--- config.mk ---
export PLATFORM = sky130hd
export DESIGN_NAME = pipe_ctrl_unit
export DESIGN_NICKNAME = d
export VERILOG_FILES = /design/src/rtl/pipe_ctrl_pkg.sv /design/src/rtl/pipe_ctrl_dec.sv /design/src/rtl/pipe_ctrl_unit.sv
export SDC_FILE = /design/constraint.sdc
export NUM_CORES = 1
export LEC_CHECK = 0
export ABC_CLOCK_PERIOD_IN_PS = 1400
export BUFFER_PORTS_ARGS = -buffer_cell sky130_fd_sc_hd__buf_4
export CAP_MARGIN = 10
export CORE_MARGIN = 2
export CORE_UTILIZATION = 30
export DETAILED_ROUTE_END_ITERATION = 6
export GPL_TIMING_DRIVEN = 0
export REMOVE_ABC_BUFFERS = 1
export SLEW_MARGIN = 20
export SYNTH_ARGS = -nofsm -noshare
export SYNTH_HDL_FRONTEND = slang
export SYNTH_HIERARCHICAL = 1
export SYNTH_SLANG_ARGS = --single-unit
--- constraint.sdc ---
create_clock -name CLK -period 1.4 [get_ports CLK]
set_input_delay 0.07 -clock CLK [delete_from_list [all_inputs] [get_ports CLK]]
set_output_delay 0.07 -clock CLK [all_outputs]
set_load 0.05 [all_outputs]
--- src/rtl/pipe_ctrl_pkg.sv ---
// Shared encodings and the per-stage control bundle for the pipeline controller.
package pipe_ctrl_pkg;

    localparam int unsigned OP_W     = 6;
    localparam int unsigned ALU_W    = 4;
    localparam int unsigned REGDST_W = 2;

    localparam logic [OP_W-1:0] OP_RTYPE = 6'b000000;
    localparam logic [OP_W-1:0] OP_LW    = 6'b100011;
    localparam logic [OP_W-1:0] OP_SW    = 6'b101011;
    localparam logic [OP_W-1:0] OP_ADDI  = 6'b001000;
    localparam logic [OP_W-1:0] OP_ANDI  = 6'b001100;
    localparam logic [OP_W-1:0] OP_ORI   = 6'b001101;
    localparam logic [OP_W-1:0] OP_SLTI  = 6'b001010;
    localparam logic [OP_W-1:0] OP_LUI   = 6'b001111;
    localparam logic [OP_W-1:0] OP_BEQ   = 6'b000100;
    localparam logic [OP_W-1:0] OP_BNE   = 6'b000101;
    localparam logic [OP_W-1:0] OP_J     = 6'b000010;
    localparam logic [OP_W-1:0] OP_JAL   = 6'b000011;

    localparam logic [OP_W-1:0] FN_ADD  = 6'b100000;
    localparam logic [OP_W-1:0] FN_SUB  = 6'b100010;
    localparam logic [OP_W-1:0] FN_AND  = 6'b100100;
    localparam logic [OP_W-1:0] FN_OR   = 6'b100101;
    localparam logic [OP_W-1:0] FN_NOR  = 6'b100111;
    localparam logic [OP_W-1:0] FN_SLT  = 6'b101010;
    localparam logic [OP_W-1:0] FN_SLL  = 6'b000000;
    localparam logic [OP_W-1:0] FN_JR   = 6'b001000;
    localparam logic [OP_W-1:0] FN_MULT = 6'b011000;
    localparam logic [OP_W-1:0] FN_MFLO = 6'b010010;

    localparam logic [ALU_W-1:0] ALU_AND  = 4'd0;
    localparam logic [ALU_W-1:0] ALU_OR   = 4'd1;
    localparam logic [ALU_W-1:0] ALU_ADD  = 4'd2;
    localparam logic [ALU_W-1:0] ALU_NOR  = 4'd3;
    localparam logic [ALU_W-1:0] ALU_SLL  = 4'd4;
    localparam logic [ALU_W-1:0] ALU_LUI  = 4'd5;
    localparam logic [ALU_W-1:0] ALU_SUB  = 4'd6;
    localparam logic [ALU_W-1:0] ALU_SLT  = 4'd7;
    localparam logic [ALU_W-1:0] ALU_PASS = 4'd8;

    localparam logic [REGDST_W-1:0] REGDST_RT = 2'd0;
    localparam logic [REGDST_W-1:0] REGDST_RD = 2'd1;
    localparam logic [REGDST_W-1:0] REGDST_RA = 2'd2;

    typedef struct packed {
        logic                memToReg;
        logic                memWrite;
        logic                aluSrc;
        logic [REGDST_W-1:0] regDst;
        logic                regWrite;
        logic                link;
        logic [ALU_W-1:0]    aluCtl;
        logic                mul;
        logic                hiLoSel;
    } ctrlBundle_t;

endpackage

--- src/rtl/pipe_ctrl_dec.sv ---
// D-stage decoder: opcode/funct to control bundle plus branch/jump controls.
module pipe_ctrl_dec
    import pipe_ctrl_pkg::*;
#(
    parameter int unsigned HAS_MUL = 1
) (
    input  logic [OP_W-1:0] op,
    input  logic [OP_W-1:0] funct,
    output ctrlBundle_t     ctrl,
    output logic            branch,
    output logic            jump,
    output logic            jumpReg,
    output logic            extOp,
    output logic            illegal,
    output logic            isBne
);

    always_comb begin
        ctrl    = '0;
        branch  = 1'b0;
        jump    = 1'b0;
        jumpReg = 1'b0;
        extOp   = 1'b0;
        illegal = 1'b0;
        isBne   = 1'b0;
        case (op)
            OP_RTYPE: begin
                ctrl.regDst   = REGDST_RD;
                ctrl.regWrite = 1'b1;
                case (funct)
                    FN_ADD: ctrl.aluCtl = ALU_ADD;
                    FN_SUB: ctrl.aluCtl = ALU_SUB;
                    FN_AND: ctrl.aluCtl = ALU_AND;
                    FN_OR:  ctrl.aluCtl = ALU_OR;
                    FN_NOR: ctrl.aluCtl = ALU_NOR;
                    FN_SLT: ctrl.aluCtl = ALU_SLT;
                    FN_SLL: ctrl.aluCtl = ALU_SLL;
                    FN_JR: begin
                        jumpReg       = 1'b1;
                        ctrl.regWrite = 1'b0;
                        ctrl.regDst   = REGDST_RT;
                    end
                    FN_MULT: begin
                        if (HAS_MUL != 0) begin
                            ctrl.mul      = 1'b1;
                            ctrl.regWrite = 1'b0;
                            ctrl.regDst   = REGDST_RT;
                            ctrl.aluCtl   = ALU_PASS;
                        end else begin
                            illegal = 1'b1;
                        end
                    end
                    FN_MFLO: begin
                        if (HAS_MUL != 0) begin
                            ctrl.hiLoSel = 1'b1;
                            ctrl.aluCtl  = ALU_PASS;
                        end else begin
                            illegal = 1'b1;
                        end
                    end
                    default: illegal = 1'b1;
                endcase
            end
            OP_LW: begin
                ctrl.memToReg = 1'b1;
                ctrl.aluSrc   = 1'b1;
                ctrl.regWrite = 1'b1;
                ctrl.aluCtl   = ALU_ADD;
                extOp         = 1'b1;
            end
            OP_SW: begin
                ctrl.memWrite = 1'b1;
                ctrl.aluSrc   = 1'b1;
                ctrl.aluCtl   = ALU_ADD;
                extOp         = 1'b1;
            end
            OP_ADDI, OP_SLTI: begin
                ctrl.aluSrc   = 1'b1;
                ctrl.regWrite = 1'b1;
                ctrl.aluCtl   = (op == OP_ADDI) ? ALU_ADD : ALU_SLT;
                extOp         = 1'b1;
            end
            OP_ANDI, OP_ORI: begin
                ctrl.aluSrc   = 1'b1;
                ctrl.regWrite = 1'b1;
                ctrl.aluCtl   = (op == OP_ANDI) ? ALU_AND : ALU_OR;
            end
            OP_LUI: begin
                ctrl.aluSrc   = 1'b1;
                ctrl.regWrite = 1'b1;
                ctrl.aluCtl   = ALU_LUI;
                extOp         = 1'b1;
            end
            OP_BEQ, OP_BNE: begin
                branch      = 1'b1;
                isBne       = (op == OP_BNE);
                ctrl.aluCtl = ALU_SUB;
                extOp       = 1'b1;
            end
            OP_J: jump = 1'b1;
            OP_JAL: begin
                jump          = 1'b1;
                ctrl.regDst   = REGDST_RA;
                ctrl.link     = 1'b1;
                ctrl.regWrite = 1'b1;
            end
            default: illegal = 1'b1;
        endcase
        // An unsupported encoding must behave as a pure bubble.
        if (illegal) begin
            ctrl    = '0;
            branch  = 1'b0;
            jump    = 1'b0;
            jumpReg = 1'b0;
            extOp   = 1'b0;
            isBne   = 1'b0;
        end
    end

endmodule

--- src/rtl/pipe_ctrl_unit.sv ---
// Pipeline controller: D-stage decode, E/M/W control registers and the
// multi-cycle multiplier sequencer with its D-stage interlock request.
module pipe_ctrl_unit
    import pipe_ctrl_pkg::*;
#(
    parameter int unsigned ALU_CTL_W = 4,
    parameter int unsigned MUL_LAT   = 4,
    parameter int unsigned HAS_MUL   = 1
) (
    input  logic                 CLK,
    input  logic                 ResetN,
    input  logic [5:0]           OpD,
    input  logic [5:0]           FunctD,
    input  logic                 EqualD,
    input  logic                 StallE,
    input  logic                 FlushE,
    input  logic                 FlushM,
    output logic                 BranchD,
    output logic                 JumpD,
    output logic                 JumpRegD,
    output logic                 ExtOpD,
    output logic                 PCSrcD,
    output logic                 IllegalD,
    output logic                 MulStallD,
    output logic                 ALUSrcE,
    output logic [1:0]           RegDstE,
    output logic                 LinkE,
    output logic [ALU_CTL_W-1:0] ALUCtlE,
    output logic                 MemToRegE,
    output logic                 MemToRegM,
    output logic                 MemToRegW,
    output logic                 MemWriteM,
    output logic                 RegWriteE,
    output logic                 RegWriteM,
    output logic                 RegWriteW,
    output logic                 MulStartE,
    output logic                 MulBusyE,
    output logic                 HiLoSelW
);

    localparam int unsigned CNT_W = 4;
    localparam logic [0:0] ST_IDLE = 1'b0;
    localparam logic [0:0] ST_BUSY = 1'b1;

    ctrlBundle_t      ctrlD, ctrlE;
    logic             bneD;
    logic             memToRegM, memWriteM, regWriteM, hiLoSelM;
    logic             memToRegW, regWriteW, hiLoSelW;
    logic [0:0]       state, stateNext;
    logic [CNT_W-1:0] cnt, cntNext;
    logic             started, startedNext, mulStart;

    pipe_ctrl_dec #(.HAS_MUL(HAS_MUL)) uDec (
        .op      (OpD),
        .funct   (FunctD),
        .ctrl    (ctrlD),
        .branch  (BranchD),
        .jump    (JumpD),
        .jumpReg (JumpRegD),
        .extOp   (ExtOpD),
        .illegal (IllegalD),
        .isBne   (bneD)
    );

    assign PCSrcD = BranchD & (EqualD ^ bneD);

    // E control register: flush wins over stall.
    always_ff @(posedge CLK or negedge ResetN) begin
        if (!ResetN)      ctrlE <= '0;
        else if (FlushE)  ctrlE <= '0;
        else if (!StallE) ctrlE <= ctrlD;
    end

    always_ff @(posedge CLK or negedge ResetN) begin
        if (!ResetN) begin
            {memToRegM, memWriteM, regWriteM, hiLoSelM} <= '0;
        end else if (FlushM) begin
            {memToRegM, memWriteM, regWriteM, hiLoSelM} <= '0;
        end else begin
            {memToRegM, memWriteM, regWriteM, hiLoSelM} <=
                {ctrlE.memToReg, ctrlE.memWrite, ctrlE.regWrite, ctrlE.hiLoSel};
        end
    end

    always_ff @(posedge CLK or negedge ResetN) begin
        if (!ResetN) {memToRegW, regWriteW, hiLoSelW} <= '0;
        else         {memToRegW, regWriteW, hiLoSelW} <= {memToRegM, regWriteM, hiLoSelM};
    end

    always_ff @(posedge CLK or negedge ResetN) begin
        if (!ResetN) begin
            state   <= ST_IDLE;
            cnt     <= '0;
            started <= 1'b0;
        end else begin
            state   <= stateNext;
            cnt     <= cntNext;
            started <= startedNext;
        end
    end

    // Started flag keeps a mult held in E by a stall from launching twice.
    always_comb begin
        stateNext   = state;
        cntNext     = cnt;
        startedNext = started;
        mulStart    = 1'b0;
        case (state)
            ST_IDLE: begin
                if (ctrlE.mul && !started) begin
                    mulStart    = 1'b1;
                    stateNext   = ST_BUSY;
                    cntNext     = CNT_W'(MUL_LAT - 1);
                    startedNext = 1'b1;
                end
            end
            ST_BUSY: begin
                if (cnt == '0) stateNext = ST_IDLE;
                else           cntNext   = cnt - CNT_W'(1);
            end
            default: stateNext = ST_IDLE;
        endcase
        if (FlushE || !StallE) startedNext = 1'b0;
    end

    assign MulStartE = (HAS_MUL != 0) && mulStart;
    assign MulBusyE  = (HAS_MUL != 0) && (state == ST_BUSY);
    assign MulStallD = (HAS_MUL != 0) && (ctrlD.mul || ctrlD.hiLoSel) && (MulBusyE || MulStartE);

    assign ALUSrcE   = ctrlE.aluSrc;
    assign RegDstE   = ctrlE.regDst;
    assign LinkE     = ctrlE.link;
    assign ALUCtlE   = ALU_CTL_W'(ctrlE.aluCtl);
    assign MemToRegE = ctrlE.memToReg;
    assign RegWriteE = ctrlE.regWrite;
    assign MemToRegM = memToRegM;
    assign MemWriteM = memWriteM;
    assign RegWriteM = regWriteM;
    assign MemToRegW = memToRegW;
    assign RegWriteW = regWriteW;
    assign HiLoSelW  = hiLoSelW;

endmodule

== After elaboration in Yosys (flattened, before gate mapping) ==
Index checks and enable logic that the tools add are counted.

* Register bits: 26
* Latch bits: 0
* Memory bits (writable): 0
* ROM bits: 0
* Input bits: 18
* Output and inout port bits: 25
* Word-level logic and storage cells: 116
* Memories: 0

* $add $sub $neg: 1
* $mul: 0
* Div/mod/pow operators: 0
* Magnitude comparators: 0
* Equality and inequality tests: 24
* Shift operators: 0
* Muxes and demuxes: 44
* Bitwise gates (word level): 3
* Reductions and logical operators: 25

{| class="wikitable"
|+ Operator list
! cell !! number
|-
| $eq 6x6->1 const B || 8
|-
| $mux 13 || 3
|-
| $eq 6x4->1 const B || 6
|-
| $mux 1 || 29
|-
| $pmux 4 s7 || 1
|-
| $pmux 4 s6 || 1
|-
| $reduce_or 7->1 || 3
|-
| $reduce_or 2->1 || 7
|-
| $eq 6x2->1 const B || 2
|-
| $eq 6x3->1 const B || 2
|-
| $eq 6x5->1 const B || 2
|-
| $logic_not 6->1 || 2
|-
| $reduce_or 11->1 || 1
|-
| $reduce_or 10->1 || 1
|-
| $mux 4 || 2
|-
| $pmux 4 s2 || 1
|-
| $pmux 1 s2 || 3
|-
| $logic_not 4->1 || 1
|-
| $mux 2 || 2
|-
| $ne 2x1->1 const B || 2
|-
| $ne 2x2->1 const B || 2
|-
| $pmux 2 s2 || 1
|-
| $reduce_and 2->1 || 2
|-
| $sub 4x1->4 const B || 1
|-
| 8 further kinds || 12
|}

== Longest topological paths before layout ==
Gate-level depths: netlist (run 1).

* Depth after elaboration: 7
* Mapped depth: 8

== Modules after synthesis ==
Netlist (run 1), hierarchy kept.

{| class="wikitable"
|+ Modules (own cells, without submodules)
! module !! instances !! cells an instance !! area an instance (um^2)
|-
| pipe_ctrl_unit || 1 || 94 || 1099.8
|-
| pipe_ctrl_dec || 1 || 91 || 544.3
|}

== Least setup slack after synthesis (run 1) ==
OpenSTA, ideal clock, no wires.

* Path kind: input to output
* Start point: in OpD[1]
* End point: out PCSrcD
* Data arrival time: 2387 ps
* Required time: 1330 ps
* Path slack: -1057 ps
* Stages on the path: 7
* Cell sequence: buf_2 nor2_1 nand2_1 nor3_1 and2_1 xor2_1 and2_1

* Elaborated cells on any way between the ends: 21

{| class="wikitable"
|+ RTL lines
! item !! line !! text
|-
| start, declared || pipe_ctrl_unit.sv:12 || <nowiki>input logic [5:0] OpD,</nowiki>
|-
| $eq 6x2->1 (tied with other cells) || pipe_ctrl_dec.sv:26 || <nowiki>case (op)</nowiki>
|-
| $reduce_or 11->1 (no source line) or $reduce_or 2->1 (tied branches) || -- ||
|-
| $pmux 1 s2 or $mux 1 (tied branches) || pipe_ctrl_dec.sv:26 ||
|-
| $mux 1 (*) || pipe_ctrl_dec.sv:110 || <nowiki>if (illegal) begin</nowiki>
|-
| net BranchD || pipe_ctrl_unit.sv:18 || <nowiki>output logic BranchD,</nowiki>
|-
| $and 1x1->1 (*) || pipe_ctrl_unit.sv:65 || <nowiki>assign PCSrcD = BranchD & (EqualD ^ bneD);</nowiki>
|-
| end, declared || pipe_ctrl_unit.sv:22 || <nowiki>output logic PCSrcD,</nowiki>
|}

Mark *: on every way through the listed nets, which the timed path passes. The rest lies on a longest branch.

==> results of run 1 <==
## layout by cell type (no fill, tap or decap), types with 3 or more instances in the layout
cell / netlist / final
clkbuf_8: 0 / 4
nor2_1: 30 / 28
mux2i_1: 14 / 14
buf_6: 1 / 6
nor2b_1: 6 / 6
o21ai_0: 7 / 7
nand2_1: 9 / 8
a211oi_1: 4 / 3
a21oi_1: 9 / 8
inv_1: 6 / 6
dfrtp_1: 26 / 26
nor3_1: 8 / 5
buf_4: 8 / 44
nand2b_1: 6 / 6
nor3_4: 0 / 4
## power groups by stage
stage / registers [W] / clock network, W / logic, W
global route: 0.000763 / 0.000531 / 0.000331
detailed placement: 0.000777 / 0 / 0.000263
finish: 0.000762 / 0.000474 / 0.000301
CTS: 0.000762 / 0.000486 / 0.000282
floorplan: 0.000789 / 0 / 0.000116
global placement: 0.000777 / 0 / 0.000261
## routing by layer
layer / wire length (microns) / vias up
li1: - / 718
met1: 1760 / 684
met2: 1700 / 44
met3: 180 / 5
met4: 38 / 0
met5: 0 / -
## worst paths after layout
kind	from	endpoint	cells after the start
worst max-delay path	FunctD[3]	MulStallD	9
max in group asynchronous	ResetN	MemWriteM$_DFF_PN0_	2
worst min-delay path	FlushE	ctrlE[0]$_DFFE_PN0N_	2
min in group asynchronous	ResetN	MulBusyE$_DFF_PN0_	2
worst max register to register	cnt[0]$_DFFE_PN0P_	cnt[1]$_DFFE_PN0P_	5
worst min register to register	hiLoSelM$_DFF_PN0_	HiLoSelW$_DFF_PN0_	0
## flip-flops by register name, summed over array words and instances (netlist names)
name	cells
cnt	4
MemToRegM	1
MemToRegW	1
LinkE	1
RegWriteE	1
HiLoSelW	1
MemWriteM	1
MemToRegE	1
RegDstE	2
ALUCtlE	4
RegWriteW	1
started	1
ALUSrcE	1
hiLoSelM	1
MulBusyE	1
RegWriteM	1
ctrlE	3
## kinds of logic after synthesis
group / after synthesis / synth area share [%]
buf+inv: 25 / 9.21
compound gates: 37 / 15.5
simple gates: 81 / 25.9
xor+xnor: 1 / 0.533
fa+ha+maj: 1 / 0.761
mux: 14 / 8.52
flops: 26 / 39.6
## final cells by class
| type | instances | area, sq um |
|---|---|---|
| clock buffers | 4 | 55.1 |
| flip-flops and latches | 26 | 651 |
| well taps | 70 | 87.6 |
| fillers | 541 | 2990 |
| multi-input cells | 134 | 953 |
| inverters | 8 | 32.5 |
| repair buffers | 53 | 433 |
## what timing repair did
item | CTS | global route
setup buffers | 9 | 5
hold buffers | 2 | 0
setup endpoints to repair | 3 | 11
resized for setup | 11 | 19
pin swaps | 7 | 10
endpoints found under the hold margin | 30 | 0
## per-stage QoR
step,setup WS (ps),hold WS [ps],setup TNS (ps),instance area [sq um],power [W]
after floorplan,-895,-226,-3580,1530,0.000905
after global placement,-348,-3.69,-601,1930,0.00104
after detailed placement,-339,-5.34,-719,1930,0.00104
after CTS,-168,73.8,-268,2120,0.00153
after global routing,-229,67.7,-601,2210,0.00162
final,-124,70.6,-301,2210,0.00154
==> flow_summary.toml, run 1 <==
[floorplanning]
dieArea_sq_mm = 0.00609
die_x_microns = 78.0
fp.dieH_microns = 78.0
rows = 26
ioPinCount = 43
start_util_pct = 31.6
core_sq_mm = 0.00520

[global_route]
grt_start_max_net_pins = 27
met3_usage_pct = 1.95
grt_pass1_vias = 1321
grtUsageMet2_pct = 19.2
grt_pass1_wl_microns = 6090
use_met1_pct = 17.1
grt-ovfl-total = 0
track_usage_pct = 12.1
grt_antenna_before_repair = 0
busiest_layer = "met2"

[clock_tree]
cts_max_level = 1
clk_pin_slew_ps = 90
cts_buffer_depth = 2
cts_tree = "built"
clock_sinks = 26
numCtsBuffers = 3
cts_root_buf = "clkbuf_8"
clk_latency_ps = 260

[timing]
hold_viol = 0
finalSetupViolations = 3
fin_skew_ps = 1.96
fin_crit_ps = 1520
tightest_slew_ps = 377
finalMaxSlewViolations = 0
slew_headroom_pct = 74.8
rsz0062_at_grt = "yes"
worst_slack_ps = -124
clock.fmax_mhz = 656
finalCritPeriodShare_pct = 109

[pwr]
vdd_ir_drop_max_uv = 262
power.internal_w = 0.00113
seq_power_share_pct = 49.6
power.share.clock_pct = 30.8
sw_frac_of_total_pct = 26.7
p_sw_w = 0.000409
p_per_area_mw_per_mm2 = 694
combinationalPowerShare_pct = 19.6
power.leakage_nw = 1.03

[synthesis]
ys_warn_count = 6
synthFlopType = "dfrtp_1"
synth_edf_count = 0
yosysMostFrequentCell = "nor2_1"
synth-seq-cells = 26
synthDominantAreaCellType = "dfrtp_1"
synth_seq_area_share_pct = 39.6
syn_area_per_cell_sq_um = 8.89
synthTopCellsByCount = "nor2_1, dfrtp_1, mux2i_1, a21oi_1, nand2_1"
postSynthCellCount = 185
netlist_area_sq_mm = 0.00164
synth-async-reset-ratio_pct = 100
yosys-top-cells-area = "dfrtp_1, mux2i_1, nor2_1"
yosys.cell_types.count = 48
synth_top_area_share_pct = 39.6

[placed_design]
gp_congestion = 0.773
hpwl_microns = 2630
place_inst = 280
place.port_buffers = 42

[detailed_routing]
via_per_inst = 4.92
wl_microns = 3680
ant_nets = 0
drt_drc_violations_left = 0
vias = 1451
drtIter0Drc = 79
drt-pass1-iter-count = 4
wire_per_inst_microns = 12.5

[cells_and_area]
area_growth_pct = 34.6
antenna_cells = 0
stdcell_count = 295
fin_util_pct = 42.5
nets = 245
layout-drive-gt1-share_pct = 36.9

[flow_run]
drv_cap = 0

[setup_path]
crit_fanout = 4
cp-start-kind = "primary input"
r2r_setup_slack_ps = 40
crit_type = "primary input to primary output"
crit_chain = "buf_8, mux2i_1, nor2_1, nor4_2, o21ai_4, nor3_4, nor2_2, a21oi_2, buf_6"
worst_setup_path_end_kind = "primary output"
cp_num_buf_inv = 2
cp_slowest_cell = "nor4_2"
max_stage_delay_ps = 340
cp_data_required_time_ps = 1330
cp_top_family = "simple AND/OR/NAND/NOR gates"
cp_data_arrival_time_ps = 1450

[outcome]
status = "finished, violations left"
violations = "setup timing"

[min_path]
hp-class = "primary input to flip-flop"
(Power assumes the default switching activity.)
==> inputs of run 2 (changes only) <==
--- a/config.mk
+++ b/config.mk
@@ -5,6 +5,7 @@
 export SDC_FILE = /design/constraint.sdc
 export NUM_CORES = 1
 export LEC_CHECK = 0
+export ABC_AREA = 1
 export ABC_CLOCK_PERIOD_IN_PS = 1400
 export BUFFER_PORTS_ARGS = -buffer_cell sky130_fd_sc_hd__buf_4
 export CAP_MARGIN = 10
==> flow_summary.toml, run 2 <==
[outcome]
status = "complete, no violations"

[synthesis]
synth-seq-cells = 26
synth_top_area_share_pct = 40.0
syn_area_per_cell_sq_um = 7.50
postSynthCellCount = 217
synthDominantAreaCellType = "dfrtp_1"
yosys.cell_types.count = 31
yosysMostFrequentCell = "nor2_1"
synth-async-reset-ratio_pct = 100
synth_seq_area_share_pct = 40.0
yosys-top-cells-area = "dfrtp_1, nor2_1, nand3_1"
ys_warn_count = 6
synthTopCellsByCount = "nor2_1, nand2_1, dfrtp_1, inv_1, nand3_1"
netlist_area_sq_mm = 0.00163
synth_edf_count = 0
synthFlopType = "dfrtp_1"

[min_path]
hp-class = "primary input to flip-flop"
hold_path_depth = 3
hp-start = "StallE"
hold_path_end = "ALUCtlE[1]$_DFFE_PN0N_"

[clock_tree]
cts_root_buf = "clkbuf_8"
cts_tree = "built"
cts_buffer_depth = 2
clk_latency_ps = 270
clock_sinks = 26
clk_pin_slew_ps = 90
numCtsBuffers = 3
cts_max_level = 1

[detailed_routing]
via_per_inst = 4.40
drt_drc_violations_left = 0
drtIter0Drc = 17
drt-pass1-iter-count = 4
wire_per_inst_microns = 10.2
vias = 1440
ant_nets = 0
wl_microns = 3330

[setup_path]
regToRegEndpoint = "cnt[0]$_DFFE_PN0P_"
ff2ff_path_depth = 7
reg2reg_from = "cnt[0]$_DFFE_PN0P_"
cp_top_family = "simple AND/OR/NAND/NOR gates"
cp_slowest_cell = "buf_4"
crit_type = "primary input to primary output"
worst_setup_path_end_kind = "primary output"
cp_common_cell = "buf_4"
crit_fanout = 5
cp-start-kind = "primary input"
max_stage_delay_ps = 190
cp_num_buf_inv = 3
cp_data_arrival_time_ps = 1250
r2r_setup_slack_ps = 160
cp_data_required_time_ps = 1330
crit_chain = "buf_4, nor2_4, buf_4, nand4_1, nand2_1, nor3_1, and2_1, buf_4"

[timing]
finalMaxSlewViolations = 0
fin_skew_ps = 4.29
rsz0062_at_grt = "no"
tightest_slew_ps = 335
fin_crit_ps = 1320
hold_viol = 0
clock.fmax_mhz = 759
finalCritPeriodShare_pct = 94.1
worst_slack_ps = 83.0
slew_headroom_pct = 77.6
finalSetupViolations = 0

[placed_design]
gp_congestion = 0.836
place.port_buffers = 42
hpwl_microns = 2650
pre_cts_slack_ps = -10.7

[pwr]
power_w = 0.00196
power.share.clock_pct = 24.9
sw_frac_of_total_pct = 34.3
power.leakage_nw = 1.09
seq_power_share_pct = 44.3
vdd_ir_drop_max_uv = 401
combinationalPowerShare_pct = 30.8
p_sw_w = 0.000673
power.internal_w = 0.00129
p_per_area_mw_per_mm2 = 949

[floorplanning]
start_util_pct = 31.4
die_x_microns = 77.6
dieArea_sq_mm = 0.00603
ioPinCount = 43
rows = 26
core_sq_mm = 0.00517
fp.dieH_microns = 77.6

[cells_and_area]
area_growth_pct = 27.0
antenna_cells = 0
nFillCells = 533
fin_util_pct = 39.9
nets = 277
layout-drive-gt1-share_pct = 32.3
mostFrequentLayoutCells = "buf_4, nor2_1, nand2_1, dfrtp_1, inv_1"
final_common_cell = "buf_4"

[global_route]
track_usage_pct = 11.4
grt_antenna_before_repair = 0
grt_pass1_vias = 1359
grt_start_max_net_pins = 27
grt_pass1_wl_microns = 5770
grt-ovfl-total = 0

[flow_run]
drv_cap = 0
run 2: cell types whose count changed after synthesis, sizes merged, moves of 5 or more:
cell	delta
nand3	+20
mux2i	-14
inv	+26
buf	-7
nor2	+19
nand2b	-6
nand2	+24
nor2b	-8
a211oi	-5
a21oi	-5
nor3	-5
o21ai	+11
nand4	+5
run 2: final cells by class:
cell class / count / area (sq um) / share of cell area (%)
multi-input combinational: 148 / 791 / 38.3
sequential: 26 / 651 / 31.5
inverter: 34 / 135 / 6.54
timing repair buffer: 45 / 347 / 16.8
clock buffer: 4 / 55.1 / 2.67
tap: 70 / 87.6 / 4.24
run 2: kinds of logic after synthesis:
group | Yosys count | synth area share (%)
compound gates | 26 | 9.69
fa+ha+maj | 1 | 0.769
buf+inv | 43 | 12.3
flops | 26 | 40.0
simple gates | 121 | 37.2
run 2: worst max-delay path by stage:
| stage | from | endpoint | slack [ps] | depth (start not counted) |
|---|---|---|---|---|
| CTS | OpD[5] | MulStallD | 10 | 10 |
| finish | OpD[4] | IllegalD | 80 | 8 |
| detailed placement | OpD[4] | MulStallD | -10 | 10 |
| floorplan | OpD[4] | PCSrcD | -160 | 5 |
| global route | MulBusyE$_DFF_PN0_ | MulStallD | 2 | 4 |
| global placement | OpD[4] | MulStallD | -5 | 10 |
run 2: worst reg2reg max path, delay by kind of cell, from the launching register on:
family / cells / cell delay, ps
AND/OR/NAND/NOR: 3 / 310
flip-flops: 1 / 380
buffers and inverters: 2 / 180
adder cells (fa/ha/maj): 1 / 210
AO/OA/AOI/OAI: 1 / 50
run 2: power groups by stage:
stage	logic, W	clock network (W)	registers [W]
after floorplan	0.000352	0	0.000944
after global placement	0.000587	0	0.000883
after detailed placement	0.000602	0	0.000884
after CTS	0.000608	0.000504	0.000869
after global routing	0.000687	0.000537	0.000881
final	0.000603	0.000489	0.000868
run 2: metal layers:
metal	global-route usage, %	part of all wire [%]	vias to the layer above
met1	15.0	47	634
met2	18.8	46	39
met5	0	0	-
met4	4.29	1.5	0
met3	1.86	5.7	5
li1	-	-	762
run 2: timing repair:
action	CTS	global route
pin swaps	1	1
hold endpoints to repair	30	0
endpoints found under the setup margin	1	1
gates resized for setup	1	6
hold buffers	2	0
buffers inserted	0	1
cloned	0	0
run 2: per-stage QoR:
stage	hold slack, ps	instances	TNS [ps]	instance area [sq um]
3_5_place_dp	-4.54	320	-10.7	1960
4_1_cts	116	326	0	2040
5_1_grt	146	327	0	2070
3_3_place_gp	-4.37	320	-4.55	1960
6_report	117	327	0	2070
2_1_floorplan	-226	208	-175	1560
